$ cat src/rtl/lsu_rv32i_pkg.sv
// lsu_rv32i_pkg
// Shared definitions for the RV32I load/store unit and the decoder that
// feeds it: load/store type encodings, the LSU FSM state encoding and a
// helper that classifies an access as misaligned for its width.
package lsu_rv32i_pkg;

   // cu_loadtype encodings; 101..111 behave as LW
   localparam logic [2:0] LT_LB  = 3'b000;
   localparam logic [2:0] LT_LH  = 3'b001;
   localparam logic [2:0] LT_LW  = 3'b010;
   localparam logic [2:0] LT_LBU = 3'b011;
   localparam logic [2:0] LT_LHU = 3'b100;

   // cu_storetype encodings; 11 behaves as SW
   localparam logic [1:0] ST_SB = 2'b00;
   localparam logic [1:0] ST_SH = 2'b01;
   localparam logic [1:0] ST_SW = 2'b10;

   typedef enum logic [1:0] {
      S_IDLE = 2'd0,
      S_REQ  = 2'd1,
      S_WAIT = 2'd2,
      S_DONE = 2'd3
   } lsu_state_t;

   // Half accesses must be 2-byte aligned, word accesses 4-byte aligned.
   // Undefined encodings count as word accesses.
   function automatic logic lsu_misaligned(input logic       is_store,
                                           input logic [2:0] lt,
                                           input logic [1:0] st,
                                           input logic [1:0] off);
      logic is_half;
      logic is_word;
      if (is_store) begin
         is_half = (st == ST_SH);
         is_word = (st != ST_SB) && !is_half;
      end else begin
         is_half = (lt == LT_LH) || (lt == LT_LHU);
         is_word = !is_half && (lt != LT_LB) && (lt != LT_LBU);
      end
      return (is_half && off[0]) || (is_word && (off != 2'b00));
   endfunction

endpackage

$ cat src/rtl/lsu_align_rv32i.sv
// lsu_align_rv32i
// Purely combinational lane logic for the load/store unit.
//   is_store   : 1 = store op, 0 = load op
//   loadtype   : LT_* encoding (used for load extraction)
//   storetype  : ST_* encoding (used for byte enables / write data)
//   off        : byte offset, address bits [1:0]
//   wdata      : rs2 data
//   rdata      : raw memory read word
//   be         : byte enables (all ones for loads)
//   wdata_rep  : write data replicated across the lanes the op may hit
//   rdata_ext  : selected lane, sign/zero extended to 32 bits
module lsu_align_rv32i
   import lsu_rv32i_pkg::*;
(
   input  logic        is_store,
   input  logic [2:0]  loadtype,
   input  logic [1:0]  storetype,
   input  logic [1:0]  off,
   input  logic [31:0] wdata,
   input  logic [31:0] rdata,
   output logic [3:0]  be,
   output logic [31:0] wdata_rep,
   output logic [31:0] rdata_ext
);

   logic [7:0]  rd_byte;
   logic [15:0] rd_half;

   always_comb begin
      // Halves ignore off[0]: the lane is picked by off[1] alone.
      rd_byte = rdata[{off, 3'b000} +: 8];
      rd_half = rdata[{off[1], 4'b0000} +: 16];

      case (loadtype)
         LT_LB:   rdata_ext = {{24{rd_byte[7]}}, rd_byte};
         LT_LBU:  rdata_ext = {24'h000000, rd_byte};
         LT_LH:   rdata_ext = {{16{rd_half[15]}}, rd_half};
         LT_LHU:  rdata_ext = {16'h0000, rd_half};
         default: rdata_ext = rdata;
      endcase

      case (storetype)
         ST_SB: begin
            be        = 4'b0001 << off;
            wdata_rep = {4{wdata[7:0]}};
         end
         ST_SH: begin
            be        = 4'b0011 << {off[1], 1'b0};
            wdata_rep = {2{wdata[15:0]}};
         end
         default: begin
            be        = 4'b1111;
            wdata_rep = wdata;
         end
      endcase

      if (!is_store) begin
         be = 4'b1111;
      end
   end

endmodule

$ cat src/rtl/lsu_rv32i.sv
// lsu_rv32i
// Load/store unit placed after the decoder. Accepts one memory op in IDLE,
// drives a single req/gnt/rvalid transaction and returns the aligned,
// extended load result with a one-cycle lsu_done pulse.
//
// Ports:
//   clock, reset        : rising-edge clock, async active-high reset
//   lsu_valid           : op present (sampled in IDLE only)
//   cu_store            : 1 store / 0 load
//   cu_loadtype[2:0]    : LB/LH/LW/LBU/LHU
//   cu_storetype[1:0]   : SB/SH/SW
//   lsu_addr, lsu_wdata : effective address, rs2 data
//   lsu_busy            : pipeline stall (combinational)
//   lsu_done            : completion pulse
//   lsu_rdata, lsu_err  : result and error flag, valid with lsu_done
//   mem_req/we/addr/be/wdata, mem_gnt, mem_rvalid, mem_rdata : memory port
//   dbg_state           : current FSM state
//
// Memory handshake: mem_req and every mem_* output are held stable from
// the cycle after acceptance until the cycle mem_gnt is seen high; the
// request is taken on that edge and mem_req drops the next cycle. For a
// load, mem_rvalid is then accepted only in WAIT, at least one cycle
// after the grant.
//
// Parameters: TIMEOUT_CYCLES (0 disables the watchdog), CNT_W.
// Build option: LSU_MISALIGN_TRAP_EN makes misaligned half/word ops
// complete immediately with lsu_err instead of ignoring low address bits.
module lsu_rv32i
   import lsu_rv32i_pkg::*;
#(
   parameter int TIMEOUT_CYCLES = 16,
   parameter int CNT_W          = 8
) (
   input  logic        clock,
   input  logic        reset,
   input  logic        lsu_valid,
   input  logic        cu_store,
   input  logic [2:0]  cu_loadtype,
   input  logic [1:0]  cu_storetype,
   input  logic [31:0] lsu_addr,
   input  logic [31:0] lsu_wdata,
   output logic        lsu_busy,
   output logic        lsu_done,
   output logic [31:0] lsu_rdata,
   output logic        lsu_err,
   output logic        mem_req,
   output logic        mem_we,
   output logic [31:0] mem_addr,
   output logic [3:0]  mem_be,
   output logic [31:0] mem_wdata,
   input  logic        mem_gnt,
   input  logic        mem_rvalid,
   input  logic [31:0] mem_rdata,
   output logic [1:0]  dbg_state
);

   // Counter value seen in the last permitted REQ/WAIT cycle.
   localparam logic [CNT_W-1:0] TO_LAST =
      CNT_W'((TIMEOUT_CYCLES == 0) ? 0 : TIMEOUT_CYCLES - 1);

   lsu_state_t       state, state_d;
   logic [CNT_W-1:0] cnt;
   logic             store_q;
   logic [2:0]       lt_q;
   logic [1:0]       off_q;

   logic             accept;
   logic             err_d;
   logic             capture;
   logic             timeout;

   logic [2:0]       al_loadtype;
   logic [1:0]       al_off;
   logic [3:0]       al_be;
   logic [31:0]      al_wdata;
   logic [31:0]      al_rdata;

   // In IDLE the aligner sees the incoming op; afterwards it sees the
   // latched op so load extraction uses the accepted type and offset.
   assign al_loadtype = (state == S_IDLE) ? cu_loadtype  : lt_q;
   assign al_off      = (state == S_IDLE) ? lsu_addr[1:0] : off_q;

   lsu_align_rv32i u_align (
      .is_store  (cu_store),
      .loadtype  (al_loadtype),
      .storetype (cu_storetype),
      .off       (al_off),
      .wdata     (lsu_wdata),
      .rdata     (mem_rdata),
      .be        (al_be),
      .wdata_rep (al_wdata),
      .rdata_ext (al_rdata)
   );

   always_ff @(posedge clock or posedge reset) begin
      if (reset) begin
         state <= S_IDLE;
      end else begin
         state <= state_d;
      end
   end

   always_comb begin
      state_d = state;
      accept  = 1'b0;
      err_d   = 1'b0;
      capture = 1'b0;
      timeout = (TIMEOUT_CYCLES != 0) && (cnt == TO_LAST);

      case (state)
         S_IDLE: begin
            if (lsu_valid) begin
               accept = 1'b1;
`ifdef LSU_MISALIGN_TRAP_EN
               if (lsu_misaligned(cu_store, cu_loadtype, cu_storetype,
                                  lsu_addr[1:0])) begin
                  state_d = S_DONE;
                  err_d   = 1'b1;
               end else begin
                  state_d = S_REQ;
               end
`else
               state_d = S_REQ;
`endif
            end
         end
         S_REQ: begin
            // A handshake in the timeout cycle still completes normally.
            if (mem_gnt) begin
               state_d = store_q ? S_DONE : S_WAIT;
            end else if (timeout) begin
               state_d = S_DONE;
               err_d   = 1'b1;
            end
         end
         S_WAIT: begin
            if (mem_rvalid) begin
               state_d = S_DONE;
               capture = 1'b1;
            end else if (timeout) begin
               state_d = S_DONE;
               err_d   = 1'b1;
            end
         end
         S_DONE: begin
            state_d = S_IDLE;
         end
         default: begin
            state_d = S_IDLE;
         end
      endcase
   end

   always_ff @(posedge clock or posedge reset) begin
      if (reset) begin
         mem_req   <= 1'b0;
         mem_we    <= 1'b0;
         mem_addr  <= '0;
         mem_be    <= '0;
         mem_wdata <= '0;
         store_q   <= 1'b0;
         lt_q      <= '0;
         off_q     <= '0;
         cnt       <= '0;
         lsu_err   <= 1'b0;
         lsu_rdata <= '0;
      end else begin
         mem_req <= (state_d == S_REQ);
         if (accept) begin
            mem_we    <= cu_store;
            mem_addr  <= {lsu_addr[31:2], 2'b00};
            mem_be    <= al_be;
            mem_wdata <= al_wdata;
            store_q   <= cu_store;
            lt_q      <= cu_loadtype;
            off_q     <= lsu_addr[1:0];
         end
         if ((state == S_REQ) || (state == S_WAIT)) begin
            cnt <= cnt + 1'b1;
         end else begin
            cnt <= '0;
         end
         // Both are nonzero only during the DONE cycle.
         lsu_err   <= err_d;
         lsu_rdata <= capture ? al_rdata : '0;
      end
   end

   assign lsu_done  = (state == S_DONE);
   assign lsu_busy  = (state == S_REQ) || (state == S_WAIT) ||
                      ((state == S_IDLE) && lsu_valid);
   assign dbg_state = state;

endmodule
$ cat config.mk
export PLATFORM = sky130hd
export DESIGN_NAME = lsu_rv32i
export DESIGN_NICKNAME = d
export VERILOG_FILES = /design/src/rtl/lsu_rv32i_pkg.sv /design/src/rtl/lsu_align_rv32i.sv /design/src/rtl/lsu_rv32i.sv
export SDC_FILE = /design/constraint.sdc
export NUM_CORES = 1
export LEC_CHECK = 0
export ABC_CLOCK_PERIOD_IN_PS = 3160
export CAP_MARGIN = 20
export CORE_MARGIN = 2
export CORE_UTILIZATION = 40
export CTS_CLUSTER_SIZE = 16
export DETAILED_ROUTE_END_ITERATION = 8
export PLACE_DENSITY = 0.77
export SYNTH_ARGS = -nofsm -noshare
export SYNTH_HDL_FRONTEND = slang
export SYNTH_SLANG_ARGS = --single-unit
$ cat constraint.sdc
create_clock -name clock -period 3.16 [get_ports clock]
set_input_delay 0.316 -clock clock [delete_from_list [all_inputs] [get_ports clock]]
set_output_delay 0.316 -clock clock [all_outputs]
set_load 0.01 [all_outputs]
* Yosys cells after proc, flatten, opt, wreduce, memory -nomap -nowiden
Index checks and enable logic that the tools add are counted.
Operators by class: add/subtract/negate cells 1, eq/ne operators 9, shift operators 4, mux-type cells 22, reductions and logical operators 6
Operator list (number):
- case mux 32 bit (4 select lines) | 1
- case mux 32 bit (2 select lines) | 1
- 2-to-1 mux 32 bit | 1
- indexed part select 32 x 6 -> 16 bit | 1
- indexed part select 32 x 6 -> 8 bit | 1
- 2-to-1 mux 2 bit | 5
- adder 8 x 1 -> 8 bit, second input constant | 1
- == test 8 x 4 -> 1 bit, second input constant | 1
- 2-to-1 mux 1 bit | 8
- 2-to-1 mux 8 bit | 1
- case mux 2 bit (4 select lines) | 1
- case mux 4 bit (2 select lines) | 1
- == test 2 x 1 -> 1 bit, second input constant | 3
- == test 2 bit, second input constant | 2
- logical NOT 2 bit | 2
- 2-to-1 mux 4 bit | 1
- left shift 1 x 2 -> 4 bit, first input constant | 1
- left shift 2 x 2 -> 4 bit, first input constant | 1
- == test 3 x 1 -> 1 bit, second input constant | 1
- == test 3 x 2 -> 1 bit, second input constant | 1
- == test 3 bit, second input constant | 1
- logical NOT 3 bit | 1
- 2-to-1 mux 3 bit | 1
- logical OR 1 bit | 2
- other kinds (2) | 2
Storage, ports and cells: register bits after elaboration 116, output and inout port bits 107, logic and storage cells 53

* Depth between registers and ports, before layout
Gate-level depths: netlist (run 1).
depth in word-level cells 5, mapped depth 10, mapped depth without buffers 6

* Cells and area by module
Synthesis (run 1) repeated with hierarchy kept, for this count alone.
Unflattened totals: cells, all modules 522, area, all modules 5948.2 µm²
By module, submodules not included:
- lsu_rv32i | times used 1, cells an instance 294, area an instance 4411.7 µm², sequential area each 2902.8 µm²
- lsu_align_rv32i | times used 1, cells an instance 228, area an instance 1536.5 µm², sequential area each 0.0 µm²

* Worst setup path after synthesis (run 1)
No wires, ideal clock.
kind register to register, start register state[0] (netlist: dbg_state[0]), end register lsu_rdata[21], library setup time 0.136 ns, data arrival time 2.592 ns, setup slack 0.432 ns, cell stages (with the launch flop) 10, path through dfrtp_1 > inv_1 > ha_1 > buf_2 > mux2i_1 > buf_2 > mux2_1 > a222oi_1 > buf_4 > nor3_1
On the way: longest elaborated chain between the ends 5
RTL lines:
- from (decl) | RTL line lsu_rv32i.sv:61 | lsu_state_t state, state_d;
- from (signal assigned) | RTL line lsu_rv32i.sv:99 | state <= state_d;
- logical NOT 2 bit | RTL line lsu_rv32i.sv:80, lsu_rv32i.sv:81
- 2-to-1 mux 2 bit or 2-to-1 mux 3 bit (tied branches) | RTL line lsu_rv32i.sv:81, lsu_rv32i.sv:80
- indexed part select 32 x 6 -> 16 bit (tied with other cells) | RTL line lsu_align_rv32i.sv:32 | rd_half = rdata[{off[1], 4'b0000} +: 16];
- case mux 32 bit (4 select lines) | RTL line lsu_align_rv32i.sv:34 | case (loadtype)
- 2-to-1 mux 32 bit * | RTL line lsu_rv32i.sv:185 | lsu_rdata <= capture ? al_rdata : '0;
- to (signal assigned) | RTL line lsu_rv32i.sv:185
- to (decl) | RTL line lsu_rv32i.sv:44 | output logic [31:0] lsu_rdata,
Every way passes the cells marked *; elsewhere a longest branch is shown, timed or not. A chain may end at the register's enable or synchronous reset.

* Final worst setup path (run 1)
start register state[0] (netlist: dbg_state[0]), end register lsu_rdata[3]
The elaborated chain is that of the path after synthesis.

==> flow_summary.ini, run 1 <==
[run_status]
status = finished, final reports clean

[critical_path]
required_ns = 3.46
r2r_cells = 7
crit_buf_inv = 2
critical_path_arrival_ns = 3.17
slowest_stage = a211oi_1
worstPathCellList = inv_1 > ha_1 > buf_4 > or3b_1 > a211oi_1 > o21ai_0 > a311oi_1
crit_type = reg2reg
r2r_slack_ns = 0.29
slowest_delay_ns = 0.60
crit_path_start_kind = register
worstReg2RegStart = dbg_state[0]
crit_family = compound AO/OA/AOI/OAI gates
cp-end-kind = register
cp_max_fo = 12
timing.rr.end = lsu_rdata[3]

[timing]
hold_slack_ns = 0.283
fin_ws_ns = 0.293
fin_crit_ns = 2.87
rsz0062_at_grt = false
finalSetupViolCount = 0
slew_viol_final = 0
hold_viol = 0
finalCritPeriodShare_pct = 90.7
clock.fmax_mhz = 349
tightest_slew_ns = 0.865
clock_skew_ns = 0.00726
slew_headroom_pct = 42.3
fin_tns_setup_ns = 0

[synthesis]
synthDistinctLibCells = 45
synth_flop_cell = dfrtp_1
synth-seq-cells = 116
synth.cell_area_sq_um = 5430
synth_edf_count = 0
syn_avg_cell_area_sq_um = 9.39
synthCells = 578
seq_area_frac_synth_pct = 53.5
postSynth.asyncResetShare_pct = 100
yosysWarnings = 0

[placement]
numPlacedInstances = 943
io_buffers = 211
post_dp_cell_area_sq_um = 7750
dpl.hpwl_microns = 11700
place_congestion = 0.846
pre_cts_slack_ns = 0.305

[clock_network]
post_cts_buffers = 0
cts_buffers = 17
clk_pin_slew_ns = 0.05
cts.repair.resized = 0
clock_sinks = 116
cts.path.max_buffers = 2
root_buffer = clkbuf_16
cts_max_level = 4
cts_tree = done
clk_latency_ns = 0.41
ctsHoldBuffers = 0

[route]
wl_per_cell_microns = 16.6
remaining_drc_errors = 0
viasPerCell = 5.19
ant_nets = 0
drt_iter0_markers = 365
wl_microns = 16200
vias = 5058
dr.pass1.iters = 4

[final_layout]
layout_common_cells = 211 x clkdlybuf4s50_1, 164 x nand2_1, 116 x dfrtp_1
area_delta_synth_final_pct = 53.7
fin_util_pct = 63.0
final_nets = 898
fillCellCount = 1095
stdcell_area_sq_um = 8350
num_antenna_cells = 0
drive_above_1_share_pct = 8.40
final_common_cell = clkdlybuf4s50_1
fin_cells = 974

[die]
start_util_pct = 41.0
io_pins = 214
core_area_sq_um = 13200
die_w_microns = 121
dieArea_sq_um = 14500
rows = 42
fp.dieH_microns = 121

[min_path]
hp-class = in2async

[grt]
grt_pass1_vias = 5101
grt_pass1_wl_microns = 25900
grt_start_max_net_pins = 94
grtUsageTotal_pct = 22.8
grt_overflow = 0
antenna_found_initial = 0

[power]
power_mw = 7.88
ir_drop_mv = 0.486
p_leak_nw = 3.71
power_density_nw_per_um2 = 944

[run]
drv_cap = 0
[where the power goes]
| group | switching, mW | internal (mW) |
|---|---|---|
| logic | 1.86 | 1.72 |
| clock network | 0.653 | 1.29 |
| registers | 0.318 | 2.04 |
[layout make-up]
| cell class | instances | area, sq um | share of cell area [%] |
|---|---|---|---|
| Sequential cell | 116 | 2900 | 34.8 |
| Inverter | 7 | 30.0 | 0.360 |
| Clock buffer | 21 | 470 | 5.64 |
| Clock inverter | 10 | 130 | 1.56 |
| Tap cell | 176 | 220 | 2.64 |
| Multi-Input combinational cell | 418 | 2360 | 28.2 |
| Timing Repair Buffer | 226 | 2240 | 26.8 |
[how the worst max path moves through the flow]
stage / startpoint / end / slack, ns / cells after the start
after CTS: dbg_state[0] / lsu_rdata[3] / 0.29 / 7
after global routing: dbg_state[0] / lsu_rdata[6] / 0.08 / 7
after floorplan: dbg_state[0] / lsu_rdata[21] / 0.43 / 9
after global placement: dbg_state[0] / lsu_rdata[5] / 0.51 / 7
after detailed placement: dbg_state[1] / lsu_rdata[3] / 0.30 / 7
final: dbg_state[0] / lsu_rdata[3] / 0.29 / 7
[synthesized netlist by cell type (all sizes together), types with 10 or more instances]
cell type  count  area (sq um)
mux2i         26           260
o21ai         47           235
a311oi        16           140
nand2        165           619
nor3          52           260
clkbuf        30           113
dfrtp        116          2900
and2          11          68.8
nor2          13          48.8
a21oi         12          60.1
mux2          17           195
nand3         10          50.1
[routing by layer]
metal	part of all wire (%)	GRT usage [%]	up-vias
li1	-	-	2396
met1	40	27.2	2404
met2	48	37.6	231
met3	10	8.44	27
met4	1.9	8.72	0
met5	0	0	-
[flip-flops by register name, summed over array words and instances, names as in the netlist]
register / cells
off_q: 2
mem_be: 4
mem_wdata: 32
mem_addr: 30
lsu_rdata: 32
lsu_err: 1
lt_q: 3
mem_req: 1
store_q: 1
cnt: 8
dbg_state: 2
[cell families after synthesis]
family                     count (synthesis)  share of synthesized area (%)
buffers and inverters                     45                           3.36
and+or+nand+nor                          272                           22.0
other                                      1                         0.0691
DFF                                      116                           53.5
xor gates and xnor gates                   7                           1.13
muxes                                     44                           8.80
AOI/OAI and AO/OA                         88                           10.1
adders and majority gates                  5                           1.15
Note: power is estimated with default switching activity, not from simulation.
==> inputs of run 2 (changes only) <==
--- a/config.mk
+++ b/config.mk
@@ -11,7 +11,7 @@
 export CORE_UTILIZATION = 40
 export CTS_CLUSTER_SIZE = 16
 export DETAILED_ROUTE_END_ITERATION = 8
-export PLACE_DENSITY = 0.77
+export PLACE_DENSITY = 0.89
 export SYNTH_ARGS = -nofsm -noshare
 export SYNTH_HDL_FRONTEND = slang
 export SYNTH_SLANG_ARGS = --single-unit
==> run 2 against run 1 <==
Power is 1.1% lower; sequential share of layout area is 0.11 points higher; via count is 1.9% higher; highest routed layer unchanged; critical endpoint is now lsu_rdata[9].
==> flow_summary.ini, run 2 (synthesis results as in run 1) <==
[run_status]
status = finished, final reports clean

[final_layout]
regArea_sq_um = 2900
largestRegisters = lsu_rdata x32, mem_wdata x32, mem_addr x30
num_antenna_cells = 0
area_delta_synth_final_pct = 53.2
final_nets = 904
final_common_cell = clkdlybuf4s50_1
fillCellCount = 1097
drive_above_1_share_pct = 9.20
multiInputGateArea_sq_um = 2360
layout_common_cells = 211 x clkdlybuf4s50_1, 164 x nand2_1, 116 x dfrtp_1
stdcell_area_sq_um = 8320

[grt]
antenna_found_initial = 0
grt_start_max_net_pins = 70
grt_overflow = 0
grtUsageTotal_pct = 22.7
grt_pass1_wl_microns = 25800
grt_pass1_vias = 5220

[timing]
clock_skew_ns = 0.00957
tightest_slew_ns = 0.879
slew_viol_final = 0
finalCritPeriodShare_pct = 90.1
finalSetupViolCount = 0
rsz0062_at_grt = false
fin_crit_ns = 2.85
fin_tns_setup_ns = 0
hold_slack_ns = 0.428
clock.fmax_mhz = 351
slew_headroom_pct = 41.4
hold_viol = 0

[power]
power_density_nw_per_um2 = 937
p_leak_nw = 3.69
ir_drop_mv = 0.484

[route]
vias = 5152
ant_nets = 0
drt_iter0_markers = 363
wl_microns = 16100
viasPerCell = 5.26
remaining_drc_errors = 0
wl_per_cell_microns = 16.5
dr.pass1.iters = 5

[critical_path]
cp-end-kind = register
worstPathCellList = inv_1 > ha_1 > buf_4 > or3b_1 > a21oi_1 > o21ai_0 > a311oi_1
crit_path_start_kind = register
slowest_stage = a21oi_1
cp_max_fo = 15
crit_type = reg2reg
slowest_delay_ns = 0.56
critical_path_arrival_ns = 3.13
required_ns = 3.45

[placement]
io_buffers = 211
place_congestion = 0.870
dpl.hpwl_microns = 11600
post_dp_cell_area_sq_um = 7760

[clock_network]
cts_tree = done
ctsHoldBuffers = 0
clk_latency_ns = 0.42
clk_pin_slew_ns = 0.06
cts.path.max_buffers = 2
cts_buffers = 17
cts_max_level = 4
cts.repair.resized = 0
root_buffer = clkbuf_16
clock_sinks = 116
post_cts_buffers = 2

[die]
fp.dieH_microns = 121
rows = 42
io_pins = 214
die_w_microns = 121
start_util_pct = 41.0
dieArea_sq_um = 14500
core_area_sq_um = 13200

[min_path]
hp-class = in2reg

[run]
drv_cap = 0
run 2: cell count changes in the layout (fill, tap and decap cells not counted):
| cell | delta |
|---|---|
| buf_4 | +7 |
| clkinvlp_4 | +5 |
| clkbuf_8 | -3 |
| bufinv_16 | -2 |
| buf_12 | -1 |
| clkbuf_1 | -1 |
| clkinv_4 | +1 |
run 2: final timing paths:
kind | startpoint | end | slack [ns] | depth (start not counted)
max in group asynchronous | reset | lt_q[0] | 2.03 | 3
worst min register to register | mem_addr[23] | mem_addr[23] | 0.47 | 2
min in group asynchronous | reset | lsu_rdata[15] | 0.44 | 3
worst max-delay path | dbg_state[1] | lsu_rdata[9] | 0.31 | 7
worst max register to register | dbg_state[1] | lsu_rdata[9] | 0.31 | 7
worst min-delay path | lsu_addr[2] | mem_addr[2] | 0.43 | 3
run 2: cell type report:
| class | count | share of cell area (%) |
|---|---|---|
| Clock buffer | 17 | 5.11 |
| Clock inverter | 14 | 1.40 |
| Inverter | 7 | 0.361 |
| Multi-Input combinational cell | 418 | 28.3 |
| Sequential cell | 116 | 34.9 |
| Tap cell | 176 | 2.65 |
| Timing Repair Buffer | 232 | 27.3 |
run 2: layer usage:
layer  up-vias  global-route usage, %  share of wire, %
met1      2454                   27.3                40
met2       244                   37.5                49
met4         0                   9.01               2.5
met5         -                      0                 0
li1       2410                      -                 -
met3        44                   8.02               8.9
run 2: critical path: cells and delay by family, from the launching register on:
| kind | cells | cell delay (ns) |
|---|---|---|
| compound gates | 3 | 1.13 |
| flops | 1 | 0.44 |
| simple gates | 1 | 0.41 |
| buf+inv | 2 | 0.40 |
| fa+ha+maj | 1 | 0.33 |
run 2: power breakdown:
group	switching (mW)	internal [mW]	leakage (nW)
clock	0.688	1.06	0.248
combinational	1.90	1.78	1.95
sequential	0.315	2.04	1.49
total	2.91	4.89	3.69
run 2: metrics by stage:
step                      cells  utilization, %  total power [mW]  worst slack [ns]
after global placement      947            58.6              5.88            0.0193
after global routing        980            62.8              8.31             0.166
after CTS                   980            62.8              7.84             0.367
final                       980            62.8              7.79             0.314
after floorplan             579               -              4.22             0.432
after detailed placement    947            58.6              6.00            -0.136
==> variant 1 (settings of run 1) <==
`CNT_W`: 8 -> 10.
--- a/src/rtl/lsu_rv32i.sv
+++ b/src/rtl/lsu_rv32i.sv
@@ -30,5 +30,5 @@
 #(
    parameter int TIMEOUT_CYCLES = 16,
-   parameter int CNT_W          = 8
+   parameter int CNT_W          = 10
 ) (
    input  logic        clock,
Behaviour: same outputs for any inputs over 10 cycles, from zero or initial values and one cycle with reset high; that may be too few to reach the edited logic, so the function may still have changed.
==> variant 1 against run 1 <==
- count of clock-buffer cells in the layout stayed put
- maximum frequency is 2.6% higher
- sequential share of layout area is 0.98 points higher
- setup slack better by 72 ps
- final area is 1.1% lower
- power is 2.2% lower
- area after synthesis is 1.2% lower
- hold slack better by 37 ps
- clock power is 3% higher
- critical path type unchanged
- combinational power is 7.0% lower
- wire length is 5.1% lower
- critical path depth is 1 higher
- core utilization is 0.42 points lower
- largest power group unchanged
- sequential cell count is 2 higher
==> variant 1: results (changes against run 1) <==
metric,value,unit,change
worstMarginPinSlew,806,ps,was 865 ps
ir_drop,0.460,mV,was 0.486 mV
clock-root-buffer,clkbuf_16,,unchanged
grt_pass1_vias,4924,,was 5101
fillers,1047,,was 1095
p_sw_share,34.5,%,was 35.9%
vias,4768,,was 5058
grt_max_degree,94,,unchanged
cts_max_level,4,,unchanged
skew,8.97,ps,was 7.26 ps
vias_per_cell,5.08,,was 5.19
critical_path_arrival,3080,ps,was 3170 ps
r2r-end,lsu_rdata[30],,was lsu_rdata[3]
synthTopCellsByArea,"dfrtp_1, nand2_1, mux2i_1",,unchanged
ys_types,49,,was 45
async_reset_ff_share,100,%,unchanged
ys.flop_type,dfrtp_1,,unchanged
cpMaxStageDelayCell,o41a_1,,was a211oi_1
cp_max_fo,19,,was 12
grt_pass1_wl,25000,um,was 25900 um
gp_congestion,0.874,,was 0.846
drive_above_1_share,6.42,%,was 8.40%
antenna_found_initial,0,,unchanged
ff2ff_setup_slack,370,ps,was 290 ps
yosys_warnings,0,,unchanged
clock_path_buffers,2,,unchanged
fin_nets,863,,was 898
dp_cells,908,,was 943
synthTopCellsByCount,"nand2_1, dfrtp_1, mux2i_1",,"was nand2_1, dfrtp_1, nor3_1"
place_ws,391,ps,was 305 ps
hold_path_class,input port to asynchronous set/reset pin,,unchanged
p_leak,3.83,nW,was 3.71 nW
status,finished clean,,unchanged
top_regs,"lsu_rdata (32), mem_wdata (32), mem_addr (30)",,unchanged
first_pass_iters,6,,was 4
dp_hpwl,11100,um,was 11700 um
ys_seq_area_share,55.0,%,was 53.5%
reg2reg_depth,8,,was 7
track_usage,22.3,%,was 22.8%
drt_wl_total,15400,um,was 16200 um
avgSynthCellArea,9.83,um^2,was 9.39 um^2
cp_slowest_stage_delay,660,ps,was 600 ps
drtIter0Drc,281,,was 365
-- variant 1: cell types whose count changed in the layout (fill, tap and decap cells not counted), moves of 5 or more --
cell,change
a311oi_1,-15
mux2_2,-13
o21ai_0,-11
o221a_1,+5
nor2_1,+16
o221ai_1,+7
o21a_1,+18
nand2_1,-7
nor3_1,-51
o211a_1,+7
buf_4,-6
mux2i_1,+16
nand3_1,-6
-- variant 1: power groups by stage --
stage | combinational, mW | sequential (mW) | clock, mW
CTS | 3.36 | 2.38 | 2.04
global route | 3.65 | 2.44 | 2.11
floorplan | 1.50 | 2.60 | 0
global placement | 3.24 | 2.38 | 0
finish | 3.33 | 2.37 | 2.00
detailed placement | 3.34 | 2.39 | 0
-- variant 1: metrics by stage --
step / power, mW / instance area, um^2 / hold WS (ps)
final: 7.70 / 8260 / 320
after global routing: 8.20 / 8260 / 366
after CTS: 7.77 / 8260 / 311
after detailed placement: 5.73 / 7640 / 453
after global placement: 5.62 / 7640 / 445
after floorplan: 4.10 / 5370 / 421
-- variant 1: per-layer routing --
layer / global-route usage [%] / vias up / part of all wire (%)
met5: 0 / - / 0
met1: 27.4 / 2310 / 41
met3: 6.80 / 25 / 5.9
met4: 9.63 / 0 / 2.0
li1: - / 2269 / -
met2: 36.4 / 164 / 51
-- variant 1: critical path: cells and delay by family (launching register included) --
family	cells	cell delay (ps)
AO/OA/AOI/OAI	2	880
adder cells (fa/ha/maj)	1	210
buffers and inverters	2	470
flip-flops	1	430
multiplexers	2	590
AND/OR/NAND/NOR	1	100
-- variant 1: logic make-up after synthesis --
group,after synthesis,share of synthesized area (%)
flops,118,55.0
compound gates,106,13.9
other cells,1,0.0699
buf+inv,42,3.24
fa+ha+maj,5,1.17
simple gates,225,17.6
mux,44,8.26
xor+xnor,5,0.816
-- variant 1: layout make-up --
class / count / area share [%]
flip-flops and latches: 118 / 35.8
multi-input cells: 387 / 27.2
repair buffers: 220 / 26.5
clock buffers: 21 / 5.58
well taps: 176 / 2.67
clock inverters: 10 / 1.85
inverters: 7 / 0.364
-- variant 1: worst max-delay path by stage --
stage,depth (start not counted),startpoint,to,slack (ps)
after floorplan,8,dbg_state[1],lsu_rdata[7],750
after global placement,8,dbg_state[0],lsu_rdata[24],540
after detailed placement,8,dbg_state[1],lsu_rdata[27],390
after CTS,8,dbg_state[1],lsu_rdata[30],370
after global routing,8,dbg_state[1],lsu_rdata[30],160
final,8,dbg_state[0],lsu_rdata[30],370
==> variant 2 (flow settings as in run 1) <==
Made on the original files. Reset style: synchronous (`reset`), changed in 2 clocked blocks. Comments in the files are not updated.
--- a/src/rtl/lsu_rv32i.sv
+++ b/src/rtl/lsu_rv32i.sv
@@ -93,5 +93,5 @@
    );
 
-   always_ff @(posedge clock or posedge reset) begin
+   always_ff @(posedge clock) begin
       if (reset) begin
          state <= S_IDLE;
@@ -152,5 +152,5 @@
    end
 
-   always_ff @(posedge clock or posedge reset) begin
+   always_ff @(posedge clock) begin
       if (reset) begin
          mem_req   <= 1'b0;
Function: differs if reset is asserted again (counterexample within 4 cycles, from zero or initial values and one cycle with reset high); with reset held inactive, the same outputs for 10 cycles.
==> variant 2 against run 1 <==
- maximum frequency is 4.1% higher
- via count is 1.9% lower
- highest routed layer unchanged
- global-route usage is 0.77 points higher
- sequential share of layout area is 4.5 points lower
- area after synthesis is 9.8% lower
- final area is 8.1% lower
- count of clock-buffer cells in the layout is 3 higher
- setup slack better by 110 ps
- sequential cell count stayed put
- wire length is 5.3% lower
- non-clock buffer count is 6 lower
Power is not compared: it rests on default switching activity, and its combinational part moved more than twofold at a synthesized area within 25%.
==> variant 2: results (changes against run 1) <==
metric,value,unit,change
diodes,0,,unchanged
hold_path_class,register to register,,was input port to asynchronous set/reset pin
cts_setup_buffers,0,,unchanged
grt_pass1_vias,4851,,was 5101
cpMaxStageDelayCell,clkdlybuf4s50_1,,was a211oi_1
vias_per_cell,5.26,,was 5.19
drt_wl_total,15300,um,was 16200 um
fin_nets,898,,unchanged
track_usage,23.6,%,was 22.8%
antenna_found_initial,0,,unchanged
status,finished clean,,unchanged
grt_max_degree,89,,was 94
clock_latency,410,ps,about the same
fillers,990,,was 1095
ys_types,46,,was 45
numPortBuffers,211,,unchanged
ctsResizeCount,0,,unchanged
p_leak,2.95,nW,
numCtsBuffers,17,,unchanged
coreArea,0.0120,mm^2,was 0.0132 mm^2
first_pass_iters,5,,was 4
setup_violations,0,,unchanged
cpLargestDelayFamily,buffers and inverters,,was compound AO/OA/AOI/OAI gates
async_reset_ff_share,0,%,was 100%
cp_max_fo,23,,was 12
synth_top_cell_by_area,dfxtp_1,,was dfrtp_1
clkTransAtPathRegs,50,ps,about the same
clock-root-buffer,clkbuf_16,,unchanged
drtIter0Drc,417,,was 365
cp_slowest_stage_delay,550,ps,was 600 ps
skew,5.97,ps,was 7.26 ps
ys_seq_area_share,47.4,%,was 53.5%
cts_max_level,4,,unchanged
synthTopCellsByCount,"nand2_1, dfxtp_1, a21oi_1",,"was nand2_1, dfrtp_1, nor3_1"
gp_congestion,0.926,,was 0.846
yosys_warnings,0,,unchanged
ff2ff_setup_slack,510,ps,was 290 ps
dp_hpwl,11100,um,was 11700 um
drive_above_1_share,6.53,%,was 8.40%
timing.hold.ws,450,ps,was 283 ps
clock_path_buffers,2,,unchanged
top_regs,"lsu_rdata (32), mem_wdata (32), mem_addr (30)",,unchanged
grt_pass1_wl,24200,um,was 25900 um
synthTopCellsByArea,"dfxtp_1, nand2_1, a21oi_1",,"was dfrtp_1, nand2_1, mux2i_1"
ir_drop,0.380,mV,
critical_path_arrival,2440,ps,was 3170 ps
relSlewSlack,33.5,%,was 42.3%
## variant 2: final timing paths
check / start / end / depth (start not counted)
worst max-delay path: dbg_state[0] / lsu_busy / 6
worst min register to register: mem_addr[5] / mem_addr[5] / 2
worst max register to register: dbg_state[0] / lsu_rdata[7] / 9
worst min-delay path: mem_addr[5] / mem_addr[5] / 2
## variant 2: area by class of cell
class / count / area share (%)
multi-input combinational: 426 / 31.0
sequential: 116 / 30.3
clock buffer: 24 / 6.28
inverter: 5 / 0.245
timing repair buffer: 220 / 28.5
clock inverter: 5 / 1.30
tap: 147 / 2.40
## variant 2: worst register-to-register path, cell delays in order (launching register included)
cell and delay, ps:
dfxtp_1 410, inv_1 110, ha_1 270, buf_4 230, nor3b_1 300, or2_2 190
nor2_1 40, buf_4 190, a311o_1 470, o31a_1 340
## variant 2: through the flow
step	instance area [um^2]	setup WS (ps)	util (%)	cells
3_5_place_dp	7090	573	59.3	914
5_1_grt	7670	252	64.1	943
4_1_cts	7670	401	64.1	943
3_3_place_gp	7090	703	59.3	914
6_report	7670	406	64.1	943
2_1_floorplan	4900	846	-	591
## variant 2: where the power goes
part | switching (mW) | internal (mW) | total (mW)
combinational | 0.472 | 0.444 | 0.916
sequential | 0.0530 | 1.56 | 1.61
clock | 0.614 | 1.28 | 1.90
## variant 2: cells by family (layout without fill, tap and decap cells)
group	after synthesis	after routing	synth area share, %
and+or+nand+nor	214	214	18.2
AOI/OAI and AO/OA	163	163	20.2
DFF	116	116	47.4
buffers and inverters	49	254	4.24
muxes	37	37	7.69
adders and majority gates	5	5	1.28
xor gates and xnor gates	5	5	0.894
other	1	2	0.0766
## variant 2: layer usage
layer | wire (um) | GRT usage [%] | vias up
met5 | 0 | 0 | -
met4 | 520 | 11.1 | 0
met3 | 1070 | 7.99 | 42
met2 | 7510 | 39.1 | 193
met1 | 6220 | 27.4 | 2299
li1 | - | - | 2429
